### src/rtl/vga_page_ctrl.sv
// vga_page_ctrl: frame-synchronous page scheduler selecting start/play/game-over colour source
`timescale 1ns/1ps
module vga_page_ctrl #(
  parameter int BLINK_FRAMES        = 30,
  parameter int OVER_TIMEOUT_FRAMES = 600
) (
  input  logic       clk,
  input  logic       rst_n,
  input  logic       iFrame_start,
  input  logic       iKey_start,
  input  logic       iBall_lost,
  input  logic       iStart_R,
  input  logic       iStart_G,
  input  logic       iStart_B,
  input  logic       iGame_R,
  input  logic       iGame_G,
  input  logic       iGame_B,
  input  logic       iOver_R,
  input  logic       iOver_G,
  input  logic       iOver_B,
  output logic       oVGA_R,
  output logic       oVGA_G,
  output logic       oVGA_B,
  output logic [1:0] oPage,
  output logic       oGame_en,
  output logic       oGame_rst
);
  localparam int FW = OVER_TIMEOUT_FRAMES > 1 ? $clog2(OVER_TIMEOUT_FRAMES) : 1;
  localparam int BW = BLINK_FRAMES > 1 ? $clog2(BLINK_FRAMES) : 1;
  localparam logic [FW-1:0] FMAX = FW'(OVER_TIMEOUT_FRAMES - 1);
  localparam logic [BW-1:0] BMAX = BW'(BLINK_FRAMES - 1);
  localparam logic [1:0] S_START = 2'b00;
  localparam logic [1:0] S_PLAY  = 2'b01;
  localparam logic [1:0] S_OVER  = 2'b10;

  logic [1:0]    r_state, w_next;
  logic          r_key_q, r_pend, r_blink, r_game_rst;
  logic [FW-1:0] r_frame_cnt;
  logic [BW-1:0] r_blink_cnt;
  logic [2:0]    r_rgb, w_rgb;
  logic          w_key_ev, w_req, w_timeout, w_go;

  // Requests come from the key in START/OVER and from ball loss in PLAY; only applied at a frame boundary
  assign w_key_ev  = iKey_start & ~r_key_q;
  assign w_req     = (r_state == S_PLAY) ? iBall_lost : w_key_ev;
  assign w_timeout = (r_state == S_OVER) && (r_frame_cnt == FMAX);
  assign w_go      = iFrame_start & (r_pend | w_timeout);

  // State register
  always_ff @(posedge clk or negedge rst_n)
    if (!rst_n) r_state <= S_START;
    else        r_state <= w_next;

  // Next state: each page has exactly one successor, taken only when w_go fires
  always_comb begin
    w_next = r_state;
    if (w_go) w_next = (r_state == S_START) ? S_PLAY : (r_state == S_PLAY) ? S_OVER : S_START;
  end

  // Outputs decoded from the state register; blink-off shows solid blue
  always_comb begin
    w_rgb    = (r_state == S_START) ? {iStart_R, iStart_G, iStart_B} :
               (r_state == S_PLAY)  ? {iGame_R, iGame_G, iGame_B} :
               (r_state == S_OVER)  ? (r_blink ? {iOver_R, iOver_G, iOver_B} : 3'b001) : 3'b000;
    oGame_en = (r_state == S_PLAY);
  end

  assign oPage = r_state;
  assign {oVGA_R, oVGA_G, oVGA_B} = r_rgb;
  assign oGame_rst = r_game_rst;

  // Key edge, pending flag, game reset pulse, colour register and game-over frame/blink counters
  always_ff @(posedge clk or negedge rst_n)
    if (!rst_n) begin
      r_key_q     <= 1'b0;
      r_pend      <= 1'b0;
      r_game_rst  <= 1'b0;
      r_rgb       <= 3'b000;
      r_frame_cnt <= '0;
      r_blink_cnt <= '0;
      r_blink     <= 1'b1;
    end else begin
      r_key_q    <= iKey_start;
      r_pend     <= w_go ? 1'b0 : (r_pend | w_req);
      r_game_rst <= w_go && (r_state == S_START);
      r_rgb      <= w_rgb;
      if (w_go && w_next == S_OVER) begin
        r_frame_cnt <= '0;
        r_blink_cnt <= '0;
        r_blink     <= 1'b1;
      end else if (r_state == S_OVER && iFrame_start && !w_go) begin
        r_frame_cnt <= r_frame_cnt + 1'b1;
        r_blink_cnt <= (r_blink_cnt == BMAX) ? '0 : r_blink_cnt + 1'b1;
        r_blink     <= (r_blink_cnt == BMAX) ? ~r_blink : r_blink;
      end
    end
endmodule
### config.mk
export PLATFORM = sky130hd
export DESIGN_NAME = vga_page_ctrl
export DESIGN_NICKNAME = d
export VERILOG_FILES = /design/src/rtl/vga_page_ctrl.sv
export SDC_FILE = /design/constraint.sdc
export NUM_CORES = 1
export LEC_CHECK = 0
export ABC_AREA = 1
export BUFFER_PORTS_ARGS = -buffer_cell sky130_fd_sc_hd__buf_2
export CAP_MARGIN = 10
export CORE_MARGIN = 2
export CORE_UTILIZATION = 50
export CTS_CLUSTER_SIZE = 40
export DETAILED_ROUTE_END_ITERATION = 16
export GPL_ROUTABILITY_DRIVEN = 0
export PLACE_DENSITY = 0.74
export SYNTH_ARGS = -nofsm -noshare
export SYNTH_HDL_FRONTEND = slang
export SYNTH_SLANG_ARGS = --single-unit
export TNS_END_PERCENT = 1
### constraint.sdc
create_clock -name clk -period 1.3 [get_ports clk]
set_input_delay 0.065 -clock clk [delete_from_list [all_inputs] [get_ports clk]]
set_output_delay 0.065 -clock clk [all_outputs]
set_load 0.01 [all_outputs]
==> key figures, run 1 <==
Synthesis
  • Synth top area share: 41.8%
  • Ys Warns: 0
  • Seq cells post-synth: 24
  • Syn nets: 194
  • Post-synth EDFFs: 0
  • Post-Syn Instances: 177
  • Synth area leaders: dfrtp_1 (42%), nand2_1 (16%), nand3_1 (5.4%)
  • Main synth FF type: dfrtp_1
  • Post-synth top area cell: dfrtp_1
  • Post-synth top cells: nand2_1 (59), dfrtp_1 (23), nand3_1 (15), nor2_1 (15), inv_1 (14)
  • Syn_area_per_cell: 7.78 sq um
  • Unique cell type count in the Yosys netlist: 25
  • Ys async rst share: 100%
  • Most frequent cell after synthesis: nand2_1
  • Post-Syn Area: 0.00138 sq mm
  • Seq/Total Area, Yosys: 43.7%

Drt
  • Vias per cell: 5.25
  • Drt pass-1 iters: 4
  • Initial DRC count: 49
  • Post-Route WL: 3.59 mm
  • Antenna violation net count after detailed routing: 0
  • # DRC: 0
  • Drt wl/cell: 13.2 um
  • Vias: 1433

Power and ir drop
  • Power per cell area: 1670 mW/mm^2
  • Pleak: 1.03 nW
  • Worst vdd ir: 1220 uV

Finish
  • Utilization after layout: 74.7%
  • Nets: 260
  • Share of cells above drive strength 1: 38.4%
  • # fillers: 200
  • Non-Filler Instances: 273
  • Post-route cell area: 0.00201 sq mm
  • Inserted Diodes: 0
  • P&R area growth vs syn: 45.7%

STA
  • Slew @ Worst Pin: 0.539 ns
  • Slew HR: 64.1%
  • Fin crit share: 113%
  • Clock Skews: 0.00554 ns
  • Final setup fails: 20
  • Fin. max-slew vios: 0
  • FMAX: 683 MHz
  • Setup ws final: -0.163 ns
  • RSZ-0062 raised after global routing: true
  • Final TNS setup: -2.23 ns
  • Final hold violations: 1
  • Final Critical Period: 1.46 ns
  • Hold_ws: -0.00519 ns

Floorplanning
  • Starting density of the core: 51.3%
  • Die W: 56.5 um
  • Rows: 19
  • # IOs: 21
  • Die Footprint: 0.00319 sq mm
  • Die H: 56.5 um
  • Core region area: 0.00269 sq mm

Status
  • Failing checks: negative hold slack, negative setup slack
  • Run status: finished, violations left

GRT
  • Remaining global-route overflow: 0
  • Vias in the first global route: 1503
  • Global routing usage on met2: 44.9%
  • Total track usage: 25.5%
  • Met3 GRT Util: 4.15%
  • Initial antenna violation count: 0
  • First-pass GRT wire length: 6.29 mm
  • Met1 Use GR: 29.1%
  • Pin count of the biggest net entering global routing: 25
  • Gr busiest metal: met2

Worst setup path
  • Worst path cell trace: ha_2 > nand2_2 > nor2_2 > nand3_2 > nand3_4 > nand2_8 > buf_12 > nand2_2 > nand2_1
  • CP max-delay cell: dfrtp_1
  • CP dominant cell by count: nand2_2
  • Worst setup path class: flop to flop
  • Setup crit end kind: flop
  • Critical path startpoint category: flop
  • Cell family with most CP delay: simple AND/OR/NAND/NOR gates
  • Max stage delay on crit path: 0.40 ns
  • CP Data Arrival Time: 1.68 ns
  • CP bufs+invs: 1
  • Critical path peak fanout: 5
  • Critical Path RT: 1.52 ns

Flow run
  • Number of max-cap violations: 0

Worst hold path
  • Hold crit path type: input pin to flop

Clock network
  • Root Buffer: clkbuf_4
  • Max clock buf depth: 2
  • H-tree depth reported by CTS: 1
  • Clk sink count: 24
  • TritonCTS Buffers: 3
  • Skew-Pair Late Insertion Delay: 0.32 ns
  • TritonCTS clock tree: yes
  • CTS clk-pin slew, worst paths: 0.13 ns

Place
  • DP Area: 0.00178 sq mm
  • IO buf count: 20
  • Inst Count DP: 257
  • Hpwl dp: 2.48 mm
[cell families (layout without fill, tap and decap cells)]
group | Yosys count | after routing | share of synthesized area [%]
xor gates and xnor gates | 7 | 7 | 4.45
buffers and inverters | 22 | 87 | 7.08
adders and majority gates | 3 | 3 | 2.73
DFF | 24 | 24 | 43.7
and+or+nand+nor | 105 | 105 | 34.7
AOI/OAI and AO/OA | 16 | 16 | 7.36
[timing repair]
action / 4_1_cts / 5_1_grt
buffers inserted: 1 / 1
setup endpoints to repair: 21 / 21
hold buffers: 10 / 0
resized for setup: 11 / 11
pin swaps: 4 / 2
hold endpoints to repair: 27 / 0
[worst reg2reg max path: cells and delay by family (launching register included)]
kind / cells / cell delay [ns]
flops: 1 / 0.40
fa+ha+maj: 1 / 0.20
simple gates: 7 / 0.62
buf+inv: 1 / 0.14
[registers in the layout, indices dropped and copies added (netlist names)]
| register | cells |
|---|---|
| r_frame_cnt | 10 |
| r_blink_cnt | 5 |
| r_rgb | 3 |
| oPage | 2 |
| oGame_rst | 1 |
| r_blink | 1 |
| r_key_q | 1 |
| r_pend | 1 |
[per-stage QoR]
| stage | setup slack, ns | total power [mW] |
|---|---|---|
| final | -0.163 | 3.35 |
| after global routing | -0.242 | 3.62 |
| after CTS | -0.123 | 3.25 |
| after detailed placement | -0.106 | 2.78 |
| after global placement | -0.0283 | 2.71 |
| after floorplan | -0.0679 | 2.01 |
[final timing paths]
| path | from | end | slack (ns) | cells past startpoint |
|---|---|---|---|---|
| max reg2reg | r_frame_cnt[1] | r_frame_cnt[9] | -0.16 | 9 |
| min in group asynchronous | rst_n | r_frame_cnt[6] | 0.24 | 2 |
| max in group asynchronous | rst_n | r_blink | 0.69 | 2 |
| max | r_frame_cnt[1] | r_frame_cnt[9] | -0.16 | 9 |
| min reg2reg | r_blink | r_blink | 0.51 | 2 |
| min | iOver_G | r_rgb[1] | -0.005 | 3 |
[layout by cell type (no fill, tap or decap), drive strengths merged]
master and n:
a21oi 4, buf 54, clkbuf 4, clkinv 1, dfrtp 23, dfstp 1
dlygate4sd3 10, ha 3, inv 18, nand2 63, nand3 17, nand4 4
nor2 17, nor3 3, nor3b 1, o21ai 11, o21bai 1, xnor2 2
xor2 5
[metal layers]
layer,wire length [um],share of wire (%),up-vias
met5,0,0,-
met1,1470,41,693
met3,129,3.6,6
met4,74,2.1,0
li1,-,-,698
met2,1920,53,36
[cell type report]
| type | instances | area, sq um | share of cell area (%) |
|---|---|---|---|
| timing repair buffer | 64 | 500 | 24.9 |
| sequential | 24 | 602 | 30.0 |
| clock buffer | 4 | 26.3 | 1.31 |
| inverter | 19 | 73.8 | 3.68 |
| multi-input combinational | 131 | 766 | 38.2 |
| tap | 31 | 38.8 | 1.93 |
[power by group]
part | internal, mW | switching [mW]
logic | 0.872 | 0.939
clock network | 0.120 | 0.226
registers | 0.993 | 0.197
Power figures use the tool's default switching activity.
==> inputs of run 2 (changes only) <==
Settings changed: CORE_UTILIZATION 50 to 55, PLACE_DENSITY 0.74 to 0.78.
Clock period 1.3 ns to 1.7 ns, I/O delays scaled along.
==> key figures, run 2 (synthesis gave the netlist of run 1 again) <==
STA
  • FMAX: 637 MHz
  • RSZ-0062 raised after global routing: false
  • Final hold violations: 0
  • Final TNS setup: 0 ns
  • Clock Skews: 0.0123 ns
  • Final setup fails: 0
  • Fin. max-slew vios: 0
  • Fin crit share: 92.4%
  • Slew HR: 64.7%
  • Slew @ Worst Pin: 0.530 ns
  • Final Critical Period: 1.57 ns

Clock network
  • CTS clk-pin slew, worst paths: 0.12 ns
  • H-tree depth reported by CTS: 1
  • Clk sink count: 24
  • Skew-Pair Late Insertion Delay: 0.32 ns
  • TritonCTS clock tree: yes
  • Root Buffer: clkbuf_4
  • Max clock buf depth: 2
  • TritonCTS Buffers: 3

GRT
  • Met3 GRT Util: 2.50%
  • First-pass GRT wire length: 4.86 mm
  • Vias in the first global route: 1117
  • Total track usage: 22.9%
  • Gr busiest metal: met2
  • Met1 Use GR: 29.2%
  • Initial antenna violation count: 0
  • Pin count of the biggest net entering global routing: 25
  • Global routing usage on met2: 40.2%
  • Remaining global-route overflow: 0

Floorplanning
  • Die H: 54.0 um
  • Die Footprint: 0.00292 sq mm
  • Rows: 18
  • # IOs: 21
  • Starting density of the core: 56.6%
  • Core region area: 0.00243 sq mm
  • Die W: 54.0 um

Finish
  • Largest registers: r_frame_cnt (10), r_blink_cnt (5), r_rgb (3)
  • Largest Register: r_frame_cnt
  • Inserted Diodes: 0
  • P&R area growth vs syn: 18.3%
  • Utilization after layout: 67.0%
  • # fillers: 206
  • Commonest non-fill, non-tap cell in the layout: nand2_1
  • Number of flip-flops in the largest register: 10
  • Share of cells above drive strength 1: 23.0%
  • Nets: 227
  • Most frequent cells in the layout: nand2_1 (59), dfrtp_1 (23), buf_2 (20), nand3_1 (15)

Drt
  • Drt wl/cell: 12.2 um
  • Vias per cell: 5.15
  • Post-Route WL: 2.92 mm
  • Initial DRC count: 27
  • Drt pass-1 iters: 4
  • Antenna violation net count after detailed routing: 0
  • # DRC: 0
  • Vias: 1232

Worst setup path
  • Critical path startpoint category: flop
  • Critical Path RT: 1.90 ns
  • FF-to-FF setup slack: 0.13 ns
  • Critical path peak fanout: 4
  • Worst setup path class: flop to flop
  • Setup crit end kind: flop
  • CP Data Arrival Time: 1.77 ns

Power and ir drop
  • Worst vdd ir: 1170 uV
  • Power per cell area: 1310 mW/mm^2
  • Pleak: 0.828 nW

Place
  • Hpwl dp: 2.14 mm
  • IO buf count: 20

Status
  • Run status: finished, final reports clean

Worst hold path
  • Hold crit path type: input pin to flop

Flow run
  • Number of max-cap violations: 0
[run 2: per-stage QoR]
step                cell area (sq um)  std cells  total power, mW  setup WS (ns)  hold WS, ns
CTS                              1610        237             2.10         0.0783      0.00307
floorplan                        1380        177             1.51          0.292       -0.211
global placement                 1500        226             1.71          0.197       0.0895
detailed placement               1500        226             1.76          0.121       0.0937
global route                     1630        239             2.31         0.0131       0.0363
finish                           1630        239             2.14          0.130       0.0127
[run 2: layout make-up]
type | instances | area, sq um | share of cell area [%]
multi-input combinational | 131 | 681 | 41.7
sequential | 24 | 602 | 36.9
timing repair buffer | 31 | 200 | 12.3
inverter | 19 | 73.8 | 4.53
tap | 30 | 37.5 | 2.30
clock buffer | 4 | 36.3 | 2.23
[run 2: per-layer routing]
metal | wire length, um | share of wire, %
met2 | 1490 | 51
met5 | 0 | 0
met3 | 99 | 3.4
met4 | 47 | 1.6
met1 | 1280 | 44
[run 2: final timing paths]
path / start / cells after the start / endpoint
min in group asynchronous: rst_n / 2 / r_frame_cnt[8]
max: oPage[0] / 6 / r_rgb[0]
min reg2reg: r_blink / 2 / r_blink
max in group asynchronous: rst_n / 2 / r_blink
max reg2reg: oPage[0] / 6 / r_rgb[0]
min: iStart_G / 3 / r_rgb[1]
[run 2: worst max-delay path, stage by stage (launching register included)]
cell	delay, ns
dfrtp_1	0.47
inv_2	0.09
nand2_2	0.09
inv_1	0.07
o21ai_1	0.09
nand3_1	0.09
dlygate4sd3_1	0.56
[run 2: repair_timing]
item | CTS | global route
gates resized for setup | 0 | 3
hold endpoints to repair | 27 | 0
endpoints found under the setup margin | 0 | 12
buffers inserted | 0 | 2
hold buffers | 7 | 0
[run 2: power breakdown]
group / switching, mW / leakage, nW / internal, mW
Combinational: 0.535 / 0.496 / 0.365
Sequential: 0.183 / 0.311 / 0.759
Clock: 0.169 / 0.0210 / 0.131
Total: 0.886 / 0.828 / 1.26
